File: src/rtl/sccb_master_if.sv
// rtl/sccb_master_if.sv - request handshake and SCCB pin bundle for sccb_master
//
// Purpose: groups the configuration-sequencer handshake and the SIO_C/SIO_D
// pin signals into one bundle shared by the bus master and its surroundings.
//
// Signals:
//   sccb_start    sequencer -> master  write request, level-sensitive
//   sccb_address  sequencer -> master  register sub-address, sampled on acceptance
//   sccb_data     sequencer -> master  register data, sampled on acceptance
//   sccb_ready    master -> sequencer  idle and able to accept a request
//   ack_err       master -> sequencer  don't-care bit read back high (sticky)
//   sioc          master -> pad        SIO_C, push-pull
//   siod_out      master -> pad        SIO_D output value
//   siod_oe       master -> pad        SIO_D output enable, 1 = drive
//   siod_in       pad -> master        SIO_D pad readback
//
// Modports: master (used by sccb_master), slave (sequencer and pad side).

interface sccb_master_if;
    logic       sccb_start;
    logic [7:0] sccb_address;
    logic [7:0] sccb_data;
    logic       sccb_ready;
    logic       ack_err;
    logic       sioc;
    logic       siod_out;
    logic       siod_oe;
    logic       siod_in;

    modport master (
        input  sccb_start,
        input  sccb_address,
        input  sccb_data,
        input  siod_in,
        output sccb_ready,
        output ack_err,
        output sioc,
        output siod_out,
        output siod_oe
    );

    modport slave (
        output sccb_start,
        output sccb_address,
        output sccb_data,
        output siod_in,
        input  sccb_ready,
        input  ack_err,
        input  sioc,
        input  siod_out,
        input  siod_oe
    );
endinterface

File: src/rtl/sccb_master.sv
// rtl/sccb_master.sv - SCCB three-phase write master (OV7670 register writes)
//
// Purpose: accepts one sub-address/data pair over a start/ready handshake and
// serialises START, device ID, sub-address, data and STOP onto SIO_C/SIO_D.
// Every bit lasts four quarters of QUARTER_CYCLES clk_25M cycles; SIO_C is
// low in quarters 0-1 and high in quarters 2-3, SIO_D changes at quarter 0.
//
// Parameters:
//   DEV_ADDR        SCCB write ID sent in phase 1, MSB first
//   QUARTER_CYCLES  clk_25M cycles per quarter bit, 2..1023
//
// Ports:
//   clk_25M   the only clock
//   rst_25M   synchronous, active-high reset
//   bus       sccb_master_if.master (handshake + SIO_C/SIO_D pins)
//
// Configuration macro: SCCB_ACK_CHECK_EN
//   defined   : siod_in is sampled on the last cycle of quarter 2 of each
//               don't-care bit; a 1 sets ack_err until the next acceptance
//   undefined : siod_in is unused and ack_err is tied to 0

module sccb_master #(
    parameter logic [7:0] DEV_ADDR       = 8'h42,
    parameter int         QUARTER_CYCLES = 62
) (
    input  logic          clk_25M,
    input  logic          rst_25M,
    sccb_master_if.master bus
);

    typedef enum logic [2:0] {
        IDLE,
        SETTLE,
        START,
        SHIFT,
        STOP
    } state_t;

    localparam logic [9:0] QC_LAST  = 10'(QUARTER_CYCLES - 1);
    localparam logic [4:0] LAST_BIT = 5'd26;
    localparam logic [4:0] DC_POS   = 5'd8;

    state_t     state, state_n;
    logic [9:0] qcnt, qcnt_n;
    logic [1:0] qidx, qidx_n;
    logic [4:0] bidx, bidx_n;
    logic [7:0] addr_q, addr_n;
    logic [7:0] data_q, data_n;
    logic       sioc_q, sioc_n;
    logic       siod_q, siod_n;
    logic       oe_q, oe_n;
    logic       ready_q, ready_n;
    logic       quarter_done;
    logic [4:0] pos_n;
    logic [2:0] sel_n;
    logic [7:0] byte_n;

    // Position of a frame bit inside its 9-bit phase; 8 is the don't-care bit.
    function automatic logic [4:0] bit_pos(input logic [4:0] b);
        if (b < 5'd9) begin
            return b;
        end else if (b < 5'd18) begin
            return b - 5'd9;
        end else begin
            return b - 5'd18;
        end
    endfunction

    assign quarter_done = (qcnt == QC_LAST);

    always_comb begin : next_state_logic
        state_n = state;
        qcnt_n  = qcnt;
        qidx_n  = qidx;
        bidx_n  = bidx;
        addr_n  = addr_q;
        data_n  = data_q;
        case (state)
            SETTLE: begin
                state_n = IDLE;
            end
            IDLE: begin
                if (bus.sccb_start) begin
                    state_n = START;
                    qcnt_n  = '0;
                    qidx_n  = '0;
                    bidx_n  = '0;
                    addr_n  = bus.sccb_address;
                    data_n  = bus.sccb_data;
                end
            end
            START, SHIFT, STOP: begin
                if (!quarter_done) begin
                    qcnt_n = qcnt + 10'd1;
                end else begin
                    qcnt_n = '0;
                    qidx_n = qidx + 2'd1;
                    if (qidx == 2'd3) begin
                        case (state)
                            START: begin
                                state_n = SHIFT;
                                bidx_n  = '0;
                            end
                            SHIFT: begin
                                if (bidx == LAST_BIT) begin
                                    state_n = STOP;
                                end else begin
                                    bidx_n = bidx + 5'd1;
                                end
                            end
                            default: begin
                                state_n = SETTLE;
                            end
                        endcase
                    end
                end
            end
            default: begin
                state_n = SETTLE;
            end
        endcase
    end

    // Pin values are decoded from the next position so that every output
    // comes straight from a flop that changes together with the state.
    always_comb begin : output_decode
        sioc_n  = 1'b1;
        siod_n  = 1'b1;
        oe_n    = 1'b1;
        pos_n   = bit_pos(bidx_n);
        sel_n   = 3'd7 - pos_n[2:0];
        ready_n = (state_n == IDLE);
        if (bidx_n < 5'd9) begin
            byte_n = DEV_ADDR;
        end else if (bidx_n < 5'd18) begin
            byte_n = addr_n;
        end else begin
            byte_n = data_n;
        end
        case (state_n)
            START: begin
                siod_n = ~qidx_n[1];
            end
            SHIFT: begin
                sioc_n = qidx_n[1];
                if (pos_n == DC_POS) begin
                    oe_n = 1'b0;
                end else begin
                    siod_n = byte_n[sel_n];
                end
            end
            STOP: begin
                sioc_n = qidx_n[1];
                siod_n = (qidx_n == 2'd3);
            end
            default: begin
            end
        endcase
    end

    always_ff @(posedge clk_25M) begin
        if (rst_25M) begin
            state   <= SETTLE;
            qcnt    <= '0;
            qidx    <= '0;
            bidx    <= '0;
            addr_q  <= '0;
            data_q  <= '0;
            sioc_q  <= 1'b1;
            siod_q  <= 1'b1;
            oe_q    <= 1'b1;
            ready_q <= 1'b0;
        end else begin
            state   <= state_n;
            qcnt    <= qcnt_n;
            qidx    <= qidx_n;
            bidx    <= bidx_n;
            addr_q  <= addr_n;
            data_q  <= data_n;
            sioc_q  <= sioc_n;
            siod_q  <= siod_n;
            oe_q    <= oe_n;
            ready_q <= ready_n;
        end
    end

`ifdef SCCB_ACK_CHECK_EN
    logic ack_q, ack_n, ack_sample;

    // Last cycle of quarter 2 of a don't-care bit: SIO_C has been high for a
    // full quarter, so the slave's level on SIO_D is settled.
    assign ack_sample = (state == SHIFT) && (qidx == 2'd2) && quarter_done &&
                        (bit_pos(bidx) == DC_POS);

    always_comb begin : ack_logic
        ack_n = ack_q;
        if (state == IDLE && bus.sccb_start) begin
            ack_n = 1'b0;
        end else if (ack_sample && bus.siod_in) begin
            ack_n = 1'b1;
        end
    end

    always_ff @(posedge clk_25M) begin
        if (rst_25M) begin
            ack_q <= 1'b0;
        end else begin
            ack_q <= ack_n;
        end
    end

    assign bus.ack_err = ack_q;
`else
    logic unused_siod_in;
    assign unused_siod_in = bus.siod_in;
    assign bus.ack_err    = 1'b0;
`endif

    assign bus.sccb_ready = ready_q;
    assign bus.sioc       = sioc_q;
    assign bus.siod_out   = siod_q;
    assign bus.siod_oe    = oe_q;

endmodule

File: src/flat_wrapper.sv
// flat-port wrapper written by rule: the top's interface ports become plain ports
module sccb_master_flat 
#(
    parameter logic [7:0] DEV_ADDR       = 8'h42,
    parameter int         QUARTER_CYCLES = 62
)
  (clk_25M, rst_25M, bus_sccb_start, bus_sccb_address, bus_sccb_data, bus_siod_in, bus_sccb_ready, bus_ack_err, bus_sioc, bus_siod_out, bus_siod_oe);
  sccb_master_if bus_i ();
  input  logic clk_25M;
  input  logic rst_25M;
  input wire logic [$bits(bus_i.sccb_start)-1:0] bus_sccb_start;
  input wire logic [$bits(bus_i.sccb_address)-1:0] bus_sccb_address;
  input wire logic [$bits(bus_i.sccb_data)-1:0] bus_sccb_data;
  input wire logic [$bits(bus_i.siod_in)-1:0] bus_siod_in;
  output wire logic [$bits(bus_i.sccb_ready)-1:0] bus_sccb_ready;
  output wire logic [$bits(bus_i.ack_err)-1:0] bus_ack_err;
  output wire logic [$bits(bus_i.sioc)-1:0] bus_sioc;
  output wire logic [$bits(bus_i.siod_out)-1:0] bus_siod_out;
  output wire logic [$bits(bus_i.siod_oe)-1:0] bus_siod_oe;
  assign bus_i.sccb_start = bus_sccb_start;
  assign bus_i.sccb_address = bus_sccb_address;
  assign bus_i.sccb_data = bus_sccb_data;
  assign bus_i.siod_in = bus_siod_in;
  assign bus_sccb_ready = bus_i.sccb_ready;
  assign bus_ack_err = bus_i.ack_err;
  assign bus_sioc = bus_i.sioc;
  assign bus_siod_out = bus_i.siod_out;
  assign bus_siod_oe = bus_i.siod_oe;
  sccb_master #(.DEV_ADDR(DEV_ADDR), .QUARTER_CYCLES(QUARTER_CYCLES)) u_core (.clk_25M(clk_25M), .rst_25M(rst_25M), .bus(bus_i));
endmodule
File: config.mk
export PLATFORM = sky130hd
export DESIGN_NAME = sccb_master_flat
export DESIGN_NICKNAME = d
export VERILOG_FILES = /design/src/rtl/sccb_master_if.sv /design/src/rtl/sccb_master.sv /design/src/flat_wrapper.sv
export SDC_FILE = /design/constraint.sdc
export NUM_CORES = 1
export LEC_CHECK = 0
export ABC_AREA = 1
export CORE_AREA = 2 2 70 72
export DETAILED_ROUTE_END_ITERATION = 16
export DIE_AREA = 0 0 72 74
export PLACE_DENSITY = 0.81
export SYNTH_ARGS = -nofsm -noshare
export SYNTH_HDL_FRONTEND = slang
export SYNTH_SLANG_ARGS = --single-unit
File: constraint.sdc
create_clock -name clk_25M -period 3 [get_ports clk_25M]
set_clock_uncertainty 0.05 [all_clocks]
set_input_delay 0.6 -clock clk_25M [delete_from_list [all_inputs] [get_ports clk_25M]]
set_output_delay 0.6 -clock clk_25M [all_outputs]
set_load 0.05 [all_outputs]
# Word-level counts from Yosys, hierarchy flattened
# Index checks and enable logic that the tools add are counted.
# classes
add_sub_neg	6
mul	0
div	0
n_lt_le_gt_ge	3
n_eq_ne	13
shifts	0
n_mux	31
bitwise_logic	3
n_reduce_logical	8
# ops
op	n
$mux W8	6
$mux W5	6
$mux W10	2
$pmux W10 S2	1
$pmux W5 S2	2
$eq A3 B2 Y1 const B	4
$mux W3	4
$add A10 B1 Y10 const B	1
$eq A10 B6 Y1 const B	1
$pmux W3 S3	1
$eq A3 B3 Y1 const B	2
$logic_not A3 Y1	2
$pmux W3 S2	1
$reduce_or A2 Y1	3
$add A5 B1 Y5 const B	1
$eq A5 B4 Y1 const B	1
$eq A5 B5 Y1 const B	1
$lt A5 B4 Y1 const B	1
$lt A5 B5 Y1 const B	1
$sub A5 B4 Y5 const B	1
$sub A5 B5 Y5 const B	1
$eq A2 B2 Y1 const B	2
$lt A3 B4 Y1 const B	1
$mux W2	2
12 further kinds	16
# word_totals
ff_bits	40
latch_bits	0
ramBits	0
mem_bits_ro	0
in_bits	20
output_inout_bits	5
n_memories	0

# Depth between registers and ports, before layout
# logic_depth
ltp_word	14
mapped_depth	25
depth_no_buf	25

# Worst setup path after synthesis
# No wires, ideal clock.
# synth_timing
path_type	reg-to-reg
from	register u_core.qcnt[0]
to	register u_core.siod_q, in the netlist u_core.bus.siod_out
setup_time_ns	0.119
t_arrival_ns	2.455
required_time_ns	2.831
setup_slack_ns	0.376
stages_incl_launch_ff	24
synth_period_minus_slack_ns	2.624
cell_sequence	dfxtp_1 -> ha_1 -> inv_1 -> nor2_1 -> nand3_2 -> nor2_4 -> nand2_1 -> nand2_1 -> nand3_1 -> nand2_1 -> inv_1 -> ha_1 -> nand3_4 -> nand2_4 -> buf_6 -> nand2_1 -> nand2_1 -> nand3b_1 -> nand3_1 -> nand2_1 -> nand2_1 -> nand3_1 -> nand2_1 -> nand2_1
# synth_via
elab_chain_cells	11
elab_cells_between_ends	26
classes_between	add/sub (3); order compare (2); eq/ne (6); mux (14); bitwise (1)
# synth_rtl
item	line_no	text
start: declaration	sccb_master.sv:44	logic [9:0] qcnt, qcnt_n;
start signal: assignment	sccb_master.sv:175	qcnt <= qcnt_n;
$eq A10 B6 Y1 *	sccb_master.sv:69	assign quarter_done = (qcnt == QC_LAST);
$mux W5	sccb_master.sv:93	if (!quarter_done) begin
$pmux W5 S2	sccb_master.sv:78	case (state)
$sub A5 B5 Y5 (tied with other cells)	sccb_master.sv:65	return b - 5'd18;
$mux W5	sccb_master.sv:62	end else if (b < 5'd18) begin
$mux W5	sccb_master.sv:60	if (b < 5'd9) begin
$sub A3 B3 Y3	sccb_master.sv:131	sel_n = 3'd7 - pos_n[2:0];
$bmux W1 S3	sccb_master.sv:149	siod_n = byte_n[sel_n];
$mux W1 (implied by the code)	sccb_master.sv:149	
$mux W1	sccb_master.sv:146	if (pos_n == DC_POS) begin
$pmux W1 S3 *	sccb_master.sv:140	case (state_n)
end signal: assignment	sccb_master.sv:181	siod_q <= siod_n;
end: declaration	sccb_master.sv:50	logic siod_q, siod_n;
# Mark *: on every way between the ends. The rest lies on a longest branch, timed or not. The select of a mux whose other input is x is not followed.
# A chain may end at the register's enable or synchronous reset.

# Worst setup path in the final report
# layout_timing
from	register u_core.qcnt[1]
to	register u_core.siod_q, in the netlist u_core.bus.siod_out
# The elaborated chain is that of the path after synthesis.

==> metrics.yaml <==
final_cell_area_sq_mm: 0.00300
max_stage_delay_ns: 0.33
drcViolationCount: 0
fin_crit_sh: 0.924
die_x_um: 72
synthFlopType: "dfxtp_1"
cts_tree: "done"
num_vias: 2426
worstPathCellList: "inv_1 > ha_1 > inv_1 > nor2_2 > nand3_2 > nor2_4 > nand2_1 > nand2_1 > nand3_1 > nand2_2 > inv_2 > ha_4 > nand3_4 > nand2_4 > buf_4 > nand2_1 > nand2_1 > nand3b_1 > nand3_1 > nand2_1 > nand2_1 > nand3_1 > nand2_1 > nand2_1"
status: "completed"
synthTopCellsByArea: "dfxtp_1 (32%), nand2_1 (14%), nand3_1 (6.2%), nor2_1 (6.2%), inv_1 (5.7%)"
cts_max_level: 2
place_area_sq_mm: 0.00285
drt-initial-drc-count: 78
p_per_area_mw_per_mm2: 369
via_per_inst: 5.30
first_pass_iters: 4
nNetsFinal: 431
netlist_area_sq_mm: 0.00250
tightest_slew_ns: 0.844
die_y_um: 74
cts.clk_slew.worst_paths_ns: 0.08
ys_async_sr_fraction: 0
critPathKind: "reg2reg"
cp-end-kind: "register"
routed_wl_mm: 5.62
drtAntennaViolNets: 0
r2r_setup_slack_ns: 0.23
grt_max_degree: 23
vdd_drop_max_v: 0.000286
yosysMostFrequentCell: "nand2_1"
leakagePower_uw: 0.00139
die_area_sq_mm: 0.00533
cp_top_family: "simple AND/OR/NAND/NOR gates"
crit_path_max_fanout: 11
hold_path_class: "reg2reg"
io_buffers: 22
hpwl_mm: 4.22
synthCells: 365
clockBufferDepth: 2
max_slew_margin: 0.436
hold_ws_ns: 0.438
drive_gt1_frac: 0.176
gp_congestion: 0.952
ys_seq_area_frac: 0.320
syn_avg_cell_area_sq_um: 6.85
ios: 25
grt_pass1_vias: 2379
area_growth_pct: 20.1
setup.worst_path.start_class: "register"
synth_edf_count: 0
yosysTopAreaCell: "dfxtp_1"
synth_top_area_share: 0.320
yosys-top-cells-count: "nand2_1 (93), nor2_1 (41), dfxtp_1 (40), inv_1 (38), nand3_1 (31)"
grt_usage: 0.233
path_buf_inv: 4
cts_buffers: 5
antenna_found_initial: 0
root_buffer: "clkbuf_8"
ys_warn_count: 0
fmax_mhz: 361
ys_ff_latch: 40
slowest_stage: "dfxtp_1"
maxCapViolCount: 0
core.rowCount: 25
cts.sink_count: 40
gr-total-overflow: 0
fp.coreArea_sq_mm: 0.00460
crit_required_ns: 3.13
syn_nets: 393
wl_per_cell_um: 12.3
cp_common_cell: "nand2_1"
start_util: 0.544
drv_slew: 0
min_period_ns: 2.77
finalHoldViolations: 0
finalSetupViolations: 0
cp_data_arrival_time_ns: 2.90
synthDistinctLibCells: 44
grt_pass1_wl_mm: 9.78
clock_latency_ns: 0.30
diodes: 0
cell families after synthesis:
| family | count (synthesis) | synth area share |
|---|---|---|
| other | 1 | 0.00150 |
| muxes | 11 | 0.0440 |
| xor gates and xnor gates | 5 | 0.0175 |
| buffers and inverters | 55 | 0.0946 |
| AOI/OAI and AO/OA | 40 | 0.0976 |
| adders and majority gates | 8 | 0.0400 |
| and+or+nand+nor | 205 | 0.384 |
| DFF | 40 | 0.320 |
registers in the layout (all words and copies together), names as in the netlist, 2 cells and up:
register / flops
u_core.addr_q: 8
u_core.qcnt: 10
u_core.data_q: 8
u_core.bidx: 5
u_core.state: 3
u_core.qidx: 2
power breakdown:
group | internal (uW) | total, uW | switching (uW)
registers | 545 | 550 | 5.23
logic | 57.0 | 122 | 64.5
clock network | 247 | 436 | 190
total | 849 | 1110 | 259
worst min-delay path, delay by kind of cell (launching register included):
kind	cells	cell delay (ns)
DFF	1	0.32
and+or+nand+nor	1	0.07
AOI/OAI and AO/OA	1	0.05
placed cells by master, fill, tap and decap left out, drive strengths merged, types with 3 or more instances in the layout:
cell type      instances
clkbuf                 6
or2                    6
xnor2                  3
clkdlybuf4s50         22
nor2                  47
buf                   18
nand4                  6
nor3                   4
o211ai                 3
nand3                 37
nand2                102
ha                     8
mux2i                 11
o21ai                 20
inv                   45
a21oi                 10
dfxtp                 40
routing by layer:
layer / wire length (um) / track usage
met1: 2220 / 0.231
met2: 3020 / 0.453
met3: 195 / 0.0596
met4: 183 / 0.113
met5: 0 / 0
layout make-up:
type / count / area, sq um
Tap cell: 54 / 67.6
Sequential cell: 40 / 802
Timing Repair Buffer: 40 / 355
Multi-Input combinational cell: 270 / 1490
Clock inverter: 2 / 35.0
Fill cell: 387 / 1600
Inverter: 46 / 175
Clock buffer: 6 / 72.6
stage by stage:
step	utilization	power [uW]	worst slack, ns	std cells	TNS (ns)
after floorplan	-	639	0.376	365	0
after global placement	0.621	681	0.0268	449	0
after detailed placement	0.621	684	0.000302	449	0
after CTS	0.644	1120	0.0602	457	0
after global routing	0.653	1150	-0.0270	458	-0.0270
final	0.653	1110	0.229	458	0
final timing paths:
path | startpoint | endpoint | cells past startpoint
max | u_core.qcnt[1]$_SDFFE_PP0P_ | u_core.bus.siod_out$_SDFF_PP1_ | 24
min | u_core.qcnt[9]$_SDFFE_PP0P_ | u_core.qcnt[9]$_SDFFE_PP0P_ | 2
max reg2reg | u_core.qcnt[1]$_SDFFE_PP0P_ | u_core.bus.siod_out$_SDFF_PP1_ | 24
min reg2reg | u_core.qcnt[9]$_SDFFE_PP0P_ | u_core.qcnt[9]$_SDFFE_PP0P_ | 2
repair_timing:
action / in CTS / in global routing
buffers inserted: 0 / 1
hold buffers: 0 / 0
endpoints found under the setup margin: 0 / 2
resized for setup: 0 / 11
(Power assumes the default switching activity.)
